--- src/rtl/aes_pkg.sv ---
// Shared AES definitions: controller state encoding, round count, rcon seed and xtime.
package aes_pkg;

  typedef enum logic [1:0] {
    IDLE  = 2'd0,
    ROUND = 2'd1,
    DONE  = 2'd2
  } aes_state_e;

  localparam int         AES_NR        = 10;
  localparam logic [7:0] AES_RCON_INIT = 8'h01;

  // GF(2^8) multiply-by-x, reduced with the AES polynomial
  function automatic logic [7:0] xtime(input logic [7:0] b);
    return {b[6:0], 1'b0} ^ (b[7] ? 8'h1b : 8'h00);
  endfunction

endpackage

--- src/rtl/aes_rcon_gen.sv ---
// Registered AES round-constant generator: clear wins over load, load wins over advance.
module aes_rcon_gen (
  input  logic       clk,
  input  logic       rst_n,
  input  logic       load_i,
  input  logic       adv_i,
  input  logic       clr_i,
  output logic [7:0] rcon_o
);
  import aes_pkg::*;

  logic [7:0] rcon_q, rcon_d;

  always_comb begin
    rcon_d = rcon_q;
    if (clr_i)       rcon_d = 8'h00;
    else if (load_i) rcon_d = AES_RCON_INIT;
    else if (adv_i)  rcon_d = xtime(rcon_q);
  end

  always_ff @(posedge clk or negedge rst_n) begin
    if (!rst_n) rcon_q <= 8'h00;
    else        rcon_q <= rcon_d;
  end

  assign rcon_o = rcon_q;

endmodule

--- src/rtl/aes_round_ctrl.sv ---
// AES-128 iterative round sequencer: load, ten rounds, then hold the result until accepted.
// Optional AES_CTRL_PERF_EN builds a wrapping completed-block counter on blk_count.
module aes_round_ctrl (
  input  logic         clk,
  input  logic         rst_n,
  input  logic         in_valid,
  output logic         in_ready,
  output logic         dp_load,
  output logic         dp_round_en,
  output logic         dp_final,
  output logic [3:0]   round_idx,
  output logic [7:0]   rcon,
  input  logic [127:0] dp_state_i,
  output logic         out_valid,
  input  logic         out_ready,
  output logic [127:0] dataout,
  output logic         busy,
  output logic [31:0]  blk_count
);
  import aes_pkg::*;

  localparam logic [3:0] LAST   = 4'(AES_NR);
  localparam logic [3:0] PENULT = 4'(AES_NR - 1);

  aes_state_e state_q;
  logic [3:0] round_q;
  logic       round_en_q, final_q, out_valid_q;
  logic       in_hs, out_hs, last_rnd, bad_state;

  assign in_ready  = (state_q == IDLE);
  assign busy      = (state_q == ROUND) || (state_q == DONE);
  assign bad_state = !(in_ready || busy);
  assign in_hs     = in_valid && in_ready;
  // Gated by rst_n so a request held through reset never strobes the datapath
  assign dp_load   = in_hs && rst_n;
  assign out_hs    = out_valid_q && out_ready;
  assign last_rnd  = (state_q == ROUND) && (round_q == LAST);

  always_ff @(posedge clk or negedge rst_n) begin
    if (!rst_n) begin
      state_q     <= IDLE;
      round_q     <= 4'd0;
      round_en_q  <= 1'b0;
      final_q     <= 1'b0;
      out_valid_q <= 1'b0;
    end else begin
      case (state_q)
        IDLE: if (in_hs) begin
          state_q    <= ROUND;
          round_q    <= 4'd1;
          round_en_q <= 1'b1;
          final_q    <= 1'b0;
        end
        ROUND: if (round_q == LAST) begin
          state_q     <= DONE;
          round_q     <= 4'd0;
          round_en_q  <= 1'b0;
          final_q     <= 1'b0;
          out_valid_q <= 1'b1;
        end else begin
          round_q <= round_q + 4'd1;
          final_q <= (round_q == PENULT);
        end
        DONE: if (out_hs) begin
          state_q     <= IDLE;
          out_valid_q <= 1'b0;
        end
        default: begin
          state_q     <= IDLE;
          round_q     <= 4'd0;
          round_en_q  <= 1'b0;
          final_q     <= 1'b0;
          out_valid_q <= 1'b0;
        end
      endcase
    end
  end

  aes_rcon_gen u_rcon (
    .clk    (clk),
    .rst_n  (rst_n),
    .load_i (in_hs),
    .adv_i  ((state_q == ROUND) && !last_rnd),
    .clr_i  (last_rnd || bad_state),
    .rcon_o (rcon)
  );

  assign dp_round_en = round_en_q;
  assign dp_final    = final_q;
  assign round_idx   = round_q;
  assign out_valid   = out_valid_q;
  assign dataout     = dp_state_i;

`ifdef AES_CTRL_PERF_EN
  logic [31:0] blk_cnt_q;
  always_ff @(posedge clk or negedge rst_n) begin
    if (!rst_n)      blk_cnt_q <= 32'h0;
    else if (out_hs) blk_cnt_q <= blk_cnt_q + 32'd1;
  end
  assign blk_count = blk_cnt_q;
`else
  assign blk_count = 32'h0;
`endif

endmodule

--- config.mk ---
export PLATFORM = sky130hd
export DESIGN_NAME = aes_round_ctrl
export DESIGN_NICKNAME = d
export VERILOG_FILES = /design/src/rtl/aes_pkg.sv /design/src/rtl/aes_rcon_gen.sv /design/src/rtl/aes_round_ctrl.sv
export SDC_FILE = /design/constraint.sdc
export NUM_CORES = 1
export LEC_CHECK = 0
export BUFFER_PORTS_ARGS = -buffer_cell sky130_fd_sc_hd__clkbuf_2
export CAP_MARGIN = 20
export CORE_AREA = 2 2 119 121
export DETAILED_ROUTE_END_ITERATION = 8
export DIE_AREA = 0 0 121 123
export GPL_TIMING_DRIVEN = 1
export RECOVER_POWER = 50
export SYNTH_ARGS = -nofsm -noshare
export SYNTH_HDL_FRONTEND = slang
export SYNTH_SLANG_ARGS = --single-unit
--- constraint.sdc ---
create_clock -name clk -period 2.2 [get_ports clk]
set_input_delay 0.33 -clock clk [delete_from_list [all_inputs] [get_ports clk]]
set_output_delay 0.33 -clock clk [all_outputs]
set_load 0.03 [all_outputs]
After elaboration in Yosys (flattened, before gate mapping)
Index checks and enable logic that the tools add are counted.
{"block": "totals", "regBits": 17, "latch_bits": 0, "ramBits": 0, "mem_bits_ro": 0, "in_bits": 132, "output_inout_bits": 178, "wordCells": 53, "memories": 0}
{"block": "classes", "n_addsub": 1, "multipliers": 0, "div_mod_pow": 0, "n_lt_le_gt_ge": 0, "n_eq_ne": 7, "n_shift": 0, "muxes": 20, "n_bitwise": 3, "n_reduce_logical": 16}
{"op": "$mux W8", "n": 3}
{"op": "$pmux W4 S3", "n": 1}
{"op": "$pmux W1 S3", "n": 3}
{"op": "$reduce_and A3 Y1", "n": 3}
{"op": "$eq A4 B4 Y1 const B", "n": 2}
{"op": "$mux W4", "n": 2}
{"op": "$xor A8 B8 Y8", "n": 1}
{"op": "$mux W1", "n": 6}
{"op": "$mux W2", "n": 3}
{"op": "$pmux W2 S3", "n": 1}
{"op": "$logic_and A1 B1 Y1", "n": 5}
{"op": "$mux W5", "n": 1}
{"op": "$add A4 B1 Y4 const B", "n": 1}
{"op": "$ne A2 B1 Y1 const B", "n": 2}
{"op": "$logic_or A1 B1 Y1", "n": 3}
{"op": "$reduce_bool A3 Y1", "n": 1}
{"op": "$eq A2 B1 Y1 const B", "n": 1}
{"op": "$eq A2 B2 Y1 const B", "n": 1}
{"op": "$logic_not A1 Y1", "n": 2}
{"op": "$logic_not A2 Y1", "n": 1}
{"op": "$ne A2 B2 Y1 const B", "n": 1}
{"op": "$not A1 Y1", "n": 2}
{"op": "$reduce_and A2 Y1", "n": 1}

Longest topological paths before layout
{"block": "depth", "ltp_word": 7, "ltp_mapped": 6, "depth_no_buf": 6}

Modules after synthesis
Synthesis repeated with hierarchy kept, for this count alone.
{"block": "hier_totals", "hier_cells": 249, "area_unflattened_um2": 2167.1}
{"mod": "aes_round_ctrl", "n_inst": 1, "cells_each": 217, "area_per_inst_um2": 1811.7}
{"mod": "aes_rcon_gen", "n_inst": 1, "cells_each": 32, "area_per_inst_um2": 355.3}

Worst setup path before layout
No wires, ideal clock.
{"block": "synth_path", "kind": "register -> register", "from": "reg state_q[0]", "to": "reg round_en_q (netlist: dp_round_en)", "arrival_ns": 1.636, "required_time_ns": 2.075, "slack_ns": 0.439, "stages_incl_launch_ff": 7, "period_less_slack_ns": 1.761, "path_cell_list": "dfrtp_1 inv_1 ha_1 nor2b_4 nor2_1 nand2_1 mux2_4"}
{"block": "synth_via", "elab_chain_cells": 4}
{"element": "from (decl)", "line": "aes_round_ctrl.sv:25", "source": "aes_state_e state_q;"}
{"element": "from (signal assigned)", "line": "aes_round_ctrl.sv:41", "source": "state_q <= IDLE;"}
{"element": "from (signal assigned)", "line": "aes_round_ctrl.sv:49", "source": "state_q <= ROUND;"}
{"element": "from (signal assigned)", "line": "aes_round_ctrl.sv:55", "source": "state_q <= DONE;"}
{"element": "$logic_not A2 Y1 (*)", "line": "aes_round_ctrl.sv:30", "source": "assign in_ready = (state_q == IDLE);"}
{"element": "via in_ready", "line": "aes_round_ctrl.sv:7", "source": "output logic in_ready,"}
{"element": "$logic_and A1 B1 Y1", "line": "aes_round_ctrl.sv:33", "source": "assign in_hs = in_valid && in_ready;"}
{"element": "$ne A2 B1 Y1 (no line)"}
{"element": "$reduce_and A3 Y1 (no line)"}
{"element": "to (signal assigned)", "line": "aes_round_ctrl.sv:43", "source": "round_en_q <= 1'b0;"}
{"element": "to (signal assigned)", "line": "aes_round_ctrl.sv:51", "source": "round_en_q <= 1'b1;"}
{"element": "to (signal assigned)", "line": "aes_round_ctrl.sv:57", "source": "round_en_q <= 1'b0;"}
{"element": "to (decl)", "line": "aes_round_ctrl.sv:27", "source": "logic round_en_q, final_q, out_valid_q;"}
The timed path passes the listed nets; every way through them passes the cells marked *.
A chain may end at the register's enable or synchronous reset.

Worst setup path after layout
{"block": "layout_path", "from": "reg state_q[1]", "to": "out dp_load"}
{"block": "layout_via", "elab_chain_cells": 3}
{"element": "$logic_not A2 Y1", "line": "aes_round_ctrl.sv:30"}
{"element": "$logic_and A1 B1 Y1", "line": "aes_round_ctrl.sv:33"}
{"element": "$logic_and A1 B1 Y1", "line": "aes_round_ctrl.sv:35", "source": "assign dp_load = in_hs && rst_n;"}
{"element": "to (decl)", "line": "aes_round_ctrl.sv:8", "source": "output logic dp_load,"}
Every way passes these cells.

==> reports/results.tsv <==
metric	value	unit
irDropWorstVdd	315.8	µV
routed-wl-met3	443	µm
place_area	0.001386	mm²
critPathCapture	dp_load	
relSlewSlack	37.37	%
cp_max_fo	7	
first_pass_iters	2	
ys_types	36	
fin_crit_sh	86.31	%
first_global_vias	928	
drtIter0Drc	43	
rr_endpoint	round_idx[3]	
start_util	15.84	%
htreeDepth	1	
design_power_total	2.030	mW
io_pins	310	
r2r_cells	6	
path_class	register to output pin	
period_minus_slack	1.899	ns
rr_startpoint	state_q[0]	
cpPeakStageDelay	0.41	ns
dp_slack	0.4955	ns
wl	3.819	mm
fin_hold_ws	0.3664	ns
worstHoldPathType	primary input to async pin	
globalplace.congestion	0.7017	
syn_area	0.002156	mm²
fillers	1564	
syn2layout_area_growth	-32.21	%
leakagePower	0.6846	nW
clk_latency	0.25	ns
wl_met2	1.585	mm
fin_nets	283	
path_clk_slew	0.05	ns
fmaxAchievable	526.6	MHz
die_w	121	µm
path_cells	inv_1, ha_1, and3_2, clkbuf_2	
cts_buffers	3	
slowest_stage	dfrtp_1	
clock_path_buffers	2	
maxCapViolations	0	
grt_overflow_total	0	
core	0.01361	mm²
cts.repair.resized	0	
status	completed	
die_area	0.01488	mm²
antenna_found_initial	0	
setup_ws	0.3011	ns
grt_pass1_wl	5.485	mm
viasPerCell	2.895	
fin_setup_tns	0	ns
slew_viol_final	0	
cts_root_buf	clkbuf_16	
rsz0062_at_grt	no	
met1Wirelength	1.357	mm
grt.total_usage	4.952	%
avgSynthCellArea	8.589	µm²
cts_sinks	17	
n_antenna_cell	0	
finalSetupViolations	0	
grt_max_degree	18	
drc	0	
powerDensity	1389	mW/mm²
dpl.cell_count	321	
skew	0.002192	ns
required	1.87	ns
cts_tree	built	
yosys_warnings	0	
utilization	10.74	%
hold_viol	0	
routed.top_layer	met4	
hpwl	3.154	mm
portBuffers	21	
reg2reg_slack	0.47	ns
vias	941	
avgRoutedWirePerCell	11.75	µm
drive_gt1_share	22.76	%
hold_buffers	0	
post_cts_buffers	0	
final_antenna_net_count	0	
ys_ff_latch	17	
die_h	123	µm
crit_start	state_q[1]	
rows	43	
cp-end-kind	output pin	
crit_arrival	1.57	ns
synth-seq-area-share	19.73	%
worstMarginPinSlew	0.9395	ns
synthCells	251	
stdcell_count	325	
stdcell_area	0.001461	mm²
critPathLaunchType	register	
[logic make-up (layout without fill, tap and decap cells)]
logic type | Yosys count | count (layout) | share of synthesized area, %
compound gates | 21 | 21 | 6.965
xor+xnor | 3 | 3 | 1.219
fa+ha+maj | 5 | 5 | 2.902
buf+inv | 165 | 28 | 57.11
flops | 17 | 17 | 19.73
mux | 4 | 4 | 2.205
other cells | 1 | 32 | 0.1739
simple gates | 35 | 35 | 9.693
[metal layers]
metal	vias up	GRT usage (%)
met5	-	0
met2	68	7.198
li1	392	-
met3	58	2.214
met4	0	6.032
met1	423	4.805
[where the power goes]
group          switching, mW  leakage (nW)  internal (mW)  total, mW
clock                  0.122        0.0409          0.243      0.366
sequential             0.145         0.222          0.426      0.571
combinational          0.729         0.421          0.364       1.09
[critical path, delay by kind of cell (launching register included)]
family        cells  cell delay (ns)
buf+inv           2             0.33
fa+ha+maj         1             0.34
flops             1             0.41
simple gates      1             0.24
[Yosys cell counts]
cell type | instances | share of area [%]
nor3_4 | 1 | 0.75
buf_4 | 161 | 56
clkbuf_1 | 1 | 0.17
and3_2 | 1 | 0.35
nor2_1 | 5 | 0.87
mux2_4 | 1 | 0.70
nand3b_4 | 1 | 0.93
a211oi_1 | 3 | 1.0
a21o_1 | 1 | 0.35
nand2b_1 | 1 | 0.29
nor2b_1 | 3 | 0.87
dfrtp_1 | 17 | 20
a21boi_1 | 2 | 0.70
o31ai_1 | 1 | 0.35
a21oi_1 | 6 | 1.4
conb_1 | 1 | 0.17
nand3b_1 | 1 | 0.35
and2_1 | 1 | 0.29
inv_1 | 2 | 0.35
buf_6 | 1 | 0.52
nand3_1 | 1 | 0.23
o32a_1 | 1 | 0.46
nand4b_1 | 1 | 0.41
o21a_4 | 1 | 0.70
nor2b_4 | 1 | 0.64
o21ai_0 | 4 | 0.93
a31oi_1 | 1 | 0.29
nand2_1 | 15 | 2.6
ha_1 | 5 | 2.9
xnor2_1 | 3 | 1.2
or2_2 | 1 | 0.29
mux2i_1 | 1 | 0.46
nor3_2 | 1 | 0.46
o21ai_4 | 1 | 0.75
mux2_1 | 2 | 1.0
or4_1 | 1 | 0.35
[how the worst min path moves through the flow]
stage                   from            to  slack (ns)
finish                 rst_n  round_idx[2]        0.37
global route        in_valid    state_q[0]        0.47
CTS                    rst_n    state_q[1]        0.07
detailed placement     rst_n  round_idx[0]        0.34
global placement       rst_n    state_q[1]        0.34
floorplan              rst_n      dp_final        0.03
[cells in the final DEF, fill, tap and decap left out, types with 2 or more instances in the layout]
cell type / count
mux2_1: 2
conb_1: 32
dfrtp_1: 17
o21ai_0: 4
clkbuf_16: 3
nand2_1: 15
ha_1: 5
nor2b_1: 3
inv_1: 2
a21boi_1: 2
xnor2_1: 3
clkbuf_2: 20
a21oi_1: 6
nor2_1: 5
clkbuf_1: 2
a211oi_1: 3
[cell type report]
class	instances	area, µm²	area share [%]
Timing Repair Buffer	22	107.6	7.363
Sequential cell	17	425.4	29.11
Multi-Input combinational cell	100	615.6	42.12
Clock buffer	3	75.07	5.137
Tap cell	180	225.2	15.41
Clock inverter	1	5.005	0.3425
Inverter	2	7.507	0.5137
[registers in the layout, summed over array words and instances (netlist names)]
register / count
state_q: 2
dp_final: 1
u_rcon.rcon_o: 8
round_idx: 4
dp_round_en: 1
out_valid: 1
(Power assumes the default switching activity.)
